$ cat src/rtl/pwm_generator.sv
// Free-running PWM generator: a WIDTH-bit period counter compared against a
// duty value that is only reloaded at period boundaries, so pulses never glitch.
module pwm_generator #(
    parameter int WIDTH = 8
) (
    input  logic             clk,
    input  logic             reset,
    input  logic [WIDTH-1:0] duty,
    output logic             pwm_out
);

    logic [WIDTH-1:0] cnt_q;
    logic [WIDTH-1:0] cnt_d;
    logic [WIDTH-1:0] duty_q;
    logic [WIDTH-1:0] duty_d;
    logic             pwm_q;
    logic             pwm_d;
    logic             period_end;

    assign period_end = (cnt_q == {WIDTH{1'b1}});

    always_comb begin
        cnt_d  = cnt_q + WIDTH'(1);
        duty_d = period_end ? duty : duty_q;
        // Strict less-than: duty of all-ones still leaves one low clock per period.
        pwm_d  = (cnt_q < duty_q);
    end

    // NOTE: non-blocking assignments keep every register reading pre-edge values,
    // which is what gives the one-clock counter-to-output latency.
    always_ff @(posedge clk) begin
        if (reset) begin
            cnt_q  <= '0;
            duty_q <= duty;
            pwm_q  <= 1'b0;
        end else begin
            cnt_q  <= cnt_d;
            duty_q <= duty_d;
            pwm_q  <= pwm_d;
        end
    end

    assign pwm_out = pwm_q;

endmodule

$ cat config.mk
export PLATFORM = sky130hd
export DESIGN_NAME = pwm_generator
export DESIGN_NICKNAME = d
export VERILOG_FILES = /design/src/rtl/pwm_generator.sv
export SDC_FILE = /design/constraint.sdc
export NUM_CORES = 1
export LEC_CHECK = 0
export BUFFER_PORTS_ARGS = -buffer_cell sky130_fd_sc_hd__buf_4
export CORE_UTILIZATION = 40
export CTS_CLUSTER_DIAMETER = 120
export DETAILED_ROUTE_END_ITERATION = 8
export PLACE_DENSITY = 0.69
export SYNTH_ARGS = -nofsm -noshare
export SYNTH_HDL_FRONTEND = slang
export SYNTH_SLANG_ARGS = --single-unit
$ cat constraint.sdc
create_clock -name clk -period 2 [get_ports clk]
set_input_delay 0.4 -clock clk [delete_from_list [all_inputs] [get_ports clk]]
set_output_delay 0.4 -clock clk [all_outputs]
set_load 0.01 [all_outputs]
==> flow_summary.toml, run 1 <==
[cts]
cts_tree = "yes"
cts.clk_slew.worst_paths_ns = 0.10
cts_root_buffer = "clkbuf_4"
numCtsBuffers = 3
cts_resized = 0
ctsLongestPathBuffers = 2
ctsHtreeMaxLevel = 1
clk-insertion-delay-late_ns = 0.30
ctsHoldBuffers = 0
postCtsSetupRepairBufs = 0
cts.sinks = 17

[synthesis]
synth.most_common_cell = "dfxtp_1"
yosysSeqAreaShare_pct = 56.00
synth_ff_type = "dfxtp_1"
synth_area_leaders = "edfxtp_1, dfxtp_1, ha_1"
synth_top_cell_by_area = "edfxtp_1"
synth_cell_types = 21
synth_warnings = 0
syn_nets = 84
syn_area_um2 = 750.7
netlist_top_cells_count = "dfxtp_1, edfxtp_1, ha_1"
avgSynthCellArea_um2 = 11.37
synth-seq-cells = 17
async_reset_ff_share_pct = 0
syn_inst = 66
synth.top_cell.area_share_pct = 32.00
synth_edf_count = 8

[timing]
period_needed_ns = 1.574
setup_viol = 0
fin_tns_setup_ns = 0
drv_slew = 0
fin_skew_ns = 0.004788
timing.final.ws_setup_ns = 0.4258
tightest_slew_ns = 0.2895
hold_viol = 0
fmax_ghz = 0.6352
rsz0062_at_grt = "false"
holdWs_ns = 0.2717
finalCritPeriodShare_pct = 78.71
slew_headroom_pct = 80.65

[placement]
gp_congestion = 0.7857
dpl.hpwl_um = 936.7
post_dp_cell_area_um2 = 860.8
io_buffers = 10
dp_slack_ns = 0.4491

[grt]
grt-ovfl-total = 0
grt_max_degree = 12
grt_pass1_vias = 432
grt_pass1_wl_mm = 1.911
track_usage_pct = 14.15
antenna_found_initial = 0

[worst_setup_path]
cpMaxStageDelayCell = "dfxtp_1"
start_kind = "register"
endpoint_kind = "register"
path_max_fanout = 6
critical-path-max-stage-delay_ns = 0.45
crit_buf_inv = 0
cp.required_ns = 2.19
worstPathCellList = "ha_1 > a211oi_1 > o21ai_0 > a2111oi_1"
critPathTopFamily = "compound AO/OA/AOI/OAI gates"
critical_path_class = "reg2reg"
critPathArrivalTime_ns = 1.77

[layout]
syn_to_final_growth_pct = 18.67
drive_gt1_share_pct = 18.75
final_cell_area_um2 = 890.9
finalNetCount = 99
diodes = 0

[die]
fp.dieW_um = 45.32
rows = 15
coreArea_um2 = 1745
dieHeight_um = 45.32
ioPinCount = 11
start_util_pct = 43.01
dieArea_um2 = 2054

[routing]
wirelength_mm = 1.235
vias = 521
drc_errors = 0
drtAntennaViolNets = 0
routed_via_density = 4.962
detail_route.wl_per_cell_um = 11.76
dr.pass1.iters = 2
drt_iter0_markers = 4

[worst_hold_path]
min_path_type = "in2reg"

[power_and_ir_drop]
leakagePower_nw = 0.3680
power-per-cell-area_nw_per_um2 = 705.0
peakVddDrop_mv = 0.4793

[flow_run]
maxCapViolations = 0

[outcome]
outcome = "completed"
[power breakdown]
part,total [mW],internal [mW],leakage (nW),switching [mW]
Clock,0.189,0.0762,0.0139,0.113
Sequential,0.388,0.380,0.152,0.00822
Combinational,0.0508,0.0284,0.202,0.0224
[placed cells by master, fill, tap and decap left out]
master      synthesis  layout
buf_4               0      11
edfxtp_1            8       8
clkinvlp_4          0       1
nand3_1             4       4
o211ai_1            1       1
a2111oi_1           1       1
nor3b_1             1       1
or3_1               3       3
nand2_1             2       2
o21ai_0             4       4
nand4_1             1       1
xor2_1              1       1
clkbuf_4            0       3
inv_1               7       7
o21bai_1            1       1
nor2_1              3       3
nor2b_1             3       3
o2111a_1            1       1
a21oi_1             4       4
xnor2_1             2       2
ha_1                8       8
a211oi_1            1       1
dfxtp_1             9       9
[flip-flops by register name, summed over array words and instances, names as in the netlist]
register and flops:
cnt_q 8, duty_q 8, pwm_out 1
[stage by stage]
| stage | instances | power (mW) | util [%] |
|---|---|---|---|
| global placement | 101 | 0.4443 | 49.32 |
| global route | 105 | 0.6556 | 51.04 |
| floorplan | 66 | 0.4214 | - |
| CTS | 105 | 0.6383 | 51.04 |
| finish | 105 | 0.6281 | 51.04 |
| detailed placement | 101 | 0.4485 | 49.32 |
[worst paths after layout]
kind         startpoint         to  slack [ns]  depth (start not counted)
max            cnt_q[3]    pwm_out        0.43                          4
min             duty[3]  duty_q[3]        0.27                          1
max reg2reg    cnt_q[3]    pwm_out        0.43                          4
min reg2reg    cnt_q[0]   cnt_q[0]        0.49                          1
[worst register-to-register path, stage by stage (launching register included)]
cell	delay (ns)
dfxtp_1	0.45
ha_1	0.29
a211oi_1	0.24
o21ai_0	0.12
a2111oi_1	0.37
[routing by layer]
metal	routed length [µm]	track usage [%]	part of all wire (%)	vias up
met3	60	6.000	4.9	5
li1	-	-	-	264
met2	581	20.00	47	10
met4	29	9.091	2.3	0
met5	0	0	0	-
met1	563	17.54	46	242
[final cells by class]
cell class              count  area [µm²]
well taps                  25       31.28
multi-input cells          41       300.3
clock inverters             1       7.507
inverters                   7       26.28
repair buffers             11       82.58
fillers                   164       854.6
flip-flops and latches     17       420.4
clock buffers               3       22.52
[cell families after synthesis]
logic type	synth area share (%)
flip-flops	56.00
AND/OR/NAND/NOR	12.00
XOR/XNOR	3.501
AO/OA/AOI/OAI	11.17
adder cells (fa/ha/maj)	13.33
buffers and inverters	4.000
Note: power is estimated with default switching activity, not from simulation.
==> run 2: changes to the inputs <==
--- a/config.mk
+++ b/config.mk
@@ -9,7 +9,7 @@
 export CORE_UTILIZATION = 40
 export CTS_CLUSTER_DIAMETER = 120
 export DETAILED_ROUTE_END_ITERATION = 8
-export PLACE_DENSITY = 0.69
+export PLACE_DENSITY = 0.72
 export SYNTH_ARGS = -nofsm -noshare
 export SYNTH_HDL_FRONTEND = slang
 export SYNTH_SLANG_ARGS = --single-unit
==> constraint.sdc (replaced) <==
create_clock -name clk -period 1.4 [get_ports clk]
set_input_delay 0.28 -clock clk [delete_from_list [all_inputs] [get_ports clk]]
set_output_delay 0.28 -clock clk [all_outputs]
set_load 0.01 [all_outputs]
==> flow_summary.toml, run 2 (synthesis results as in run 1) <==
[cts]
cts.sinks = 17
ctsLongestPathBuffers = 2
numCtsBuffers = 3
ctsHoldBuffers = 0
cts.clk_slew.worst_paths_ns = 0.09
cts_root_buffer = "clkbuf_4"
postCtsSetupRepairBufs = 0
ctsHtreeMaxLevel = 1
cts_tree = "yes"
clk-insertion-delay-late_ns = 0.29

[placement]
gp_congestion = 0.7322
dp.cells = 104
io_buffers = 10
dp_slack_ns = -0.1129
dpl.hpwl_um = 983.7

[routing]
wirelength_mm = 1.244
detail_route.wl_per_cell_um = 11.52
dr.pass1.iters = 4
vias = 519
drtAntennaViolNets = 0
drc_errors = 0
drt_iter0_markers = 10
routed_via_density = 4.806

[die]
dieHeight_um = 45.32
coreArea_um2 = 1745
ioPinCount = 11
start_util_pct = 43.01
dieArea_um2 = 2054
rows = 15
fp.dieW_um = 45.32

[worst_setup_path]
startpoint = "duty_q[1]"
path_depth = 5
critical-path-max-stage-delay_ns = 0.37
r2r-start = "duty_q[1]"
critPathArrivalTime_ns = 1.53
path_max_fanout = 1
critPathTopFamily = "compound AO/OA/AOI/OAI gates"
r2r_cells = 5
cpMaxStageDelayCell = "edfxtp_1"
endpoint = "pwm_out"
worstPathCellList = "inv_1 > ha_1 > o211ai_1 > o21ai_1 > a2111oi_1"
crit_buf_inv = 1
critical_path_class = "reg2reg"
endpoint_kind = "register"
start_kind = "register"
cp.required_ns = 1.58
rrSetupSlack_ns = 0.05
rr_endpoint = "pwm_out"

[layout]
seqCellArea_um2 = 421.7
final_cells = 108
drive_gt1_share_pct = 26.51
layout_common_cells = "buf_4, dfxtp_1, edfxtp_1, ha_1, inv_1"
layout_commonest_cell = "buf_4"
syn_to_final_growth_pct = 25.83
finalNetCount = 102
fill_cells = 164
multi_input_area_um2 = 321.6
diodes = 0

[power_and_ir_drop]
swShare_pct = 21.76
pwr-share-seq_pct = 61.6
power_frac_clock_pct = 29.0
p_total_mw = 0.8977
leakagePower_nw = 0.3917
peakVddDrop_mv = 0.6005
p_int_mw = 0.7023
combPwrFrac_pct = 9.4
power-per-cell-area_nw_per_um2 = 950.3
switching_power_mw = 0.1954

[grt]
grt_pass1_wl_mm = 1.938
track_usage_pct = 14.55
antenna_found_initial = 0
grt_pass1_vias = 461
grt_max_degree = 11
grt-ovfl-total = 0

[timing]
setup_viol = 0
timing.final.ws_setup_ns = 0.05331
holdWs_ns = 0.1553
rsz0062_at_grt = "true"
fin_tns_setup_ns = 0
hold_viol = 0
tightest_slew_ns = 0.2845
drv_slew = 0
fmax_ghz = 0.7426
finalCritPeriodShare_pct = 96.19
fin_skew_ns = 0.006475
period_needed_ns = 1.347
slew_headroom_pct = 80.99

[flow_run]
maxCapViolations = 0

[worst_hold_path]
min_path_type = "in2reg"

[outcome]
outcome = "completed"
==> run 2: stage by stage <==
step           util [%]  instance area [µm²]
2_1_floorplan         -                755.7
3_3_place_gp      51.61                900.9
3_5_place_dp      51.61                900.9
4_1_cts           53.41                932.1
5_1_grt           54.12                944.7
6_report          54.12                944.7
==> run 2: cell type report <==
cell class | instances | area share [%]
Clock buffer | 4 | 2.781
Inverter | 7 | 2.781
Multi-Input combinational cell | 41 | 34.04
Sequential cell | 17 | 44.64
Tap cell | 25 | 3.311
Timing Repair Buffer | 14 | 12.45
==> run 2: per-layer routing <==
layer / vias to the layer above / share of wire [%] / global-route usage, %
met4: 0 / 3.7 / 12.73
met1: 234 / 44 / 15.99
met5: - / 0 / 0
met2: 9 / 49 / 23.19
met3: 5 / 3.1 / 3.600
li1: 271 / - / -
==> run 2: worst reg2reg max path: stages, from the launching register on <==
cell,delay [ns]
edfxtp_1,0.37
inv_1,0.06
ha_1,0.21
o211ai_1,0.18
o21ai_1,0.10
a2111oi_1,0.31
==> run 2: how the worst min path moves through the flow <==
stage	to	startpoint	cells past startpoint	slack (ns)
after floorplan	duty_q[0]	duty[0]	0	0.38
after global placement	cnt_q[0]	cnt_q[0]	1	0.45
after detailed placement	duty_q[7]	duty[7]	1	0.46
after CTS	duty_q[1]	duty[1]	1	0.15
after global routing	duty_q[1]	duty[1]	1	0.14
final	duty_q[1]	duty[1]	1	0.16
==> run 2: repair_timing <==
item	in CTS	in global routing
endpoints found under the hold margin	0	0
cloned	0	0
gates resized for setup	2	2
pin swaps	2	0
endpoints found under the setup margin	1	1
==> run 2: power groups by stage <==
stage          logic [mW]  registers, mW  clock network [mW]
6_report           0.0842          0.553               0.260
4_1_cts            0.0835          0.553               0.272
2_1_floorplan      0.0381          0.564                   0
5_1_grt            0.0959          0.555               0.287
3_5_place_dp       0.0809          0.565                   0
3_3_place_gp       0.0783          0.564                   0
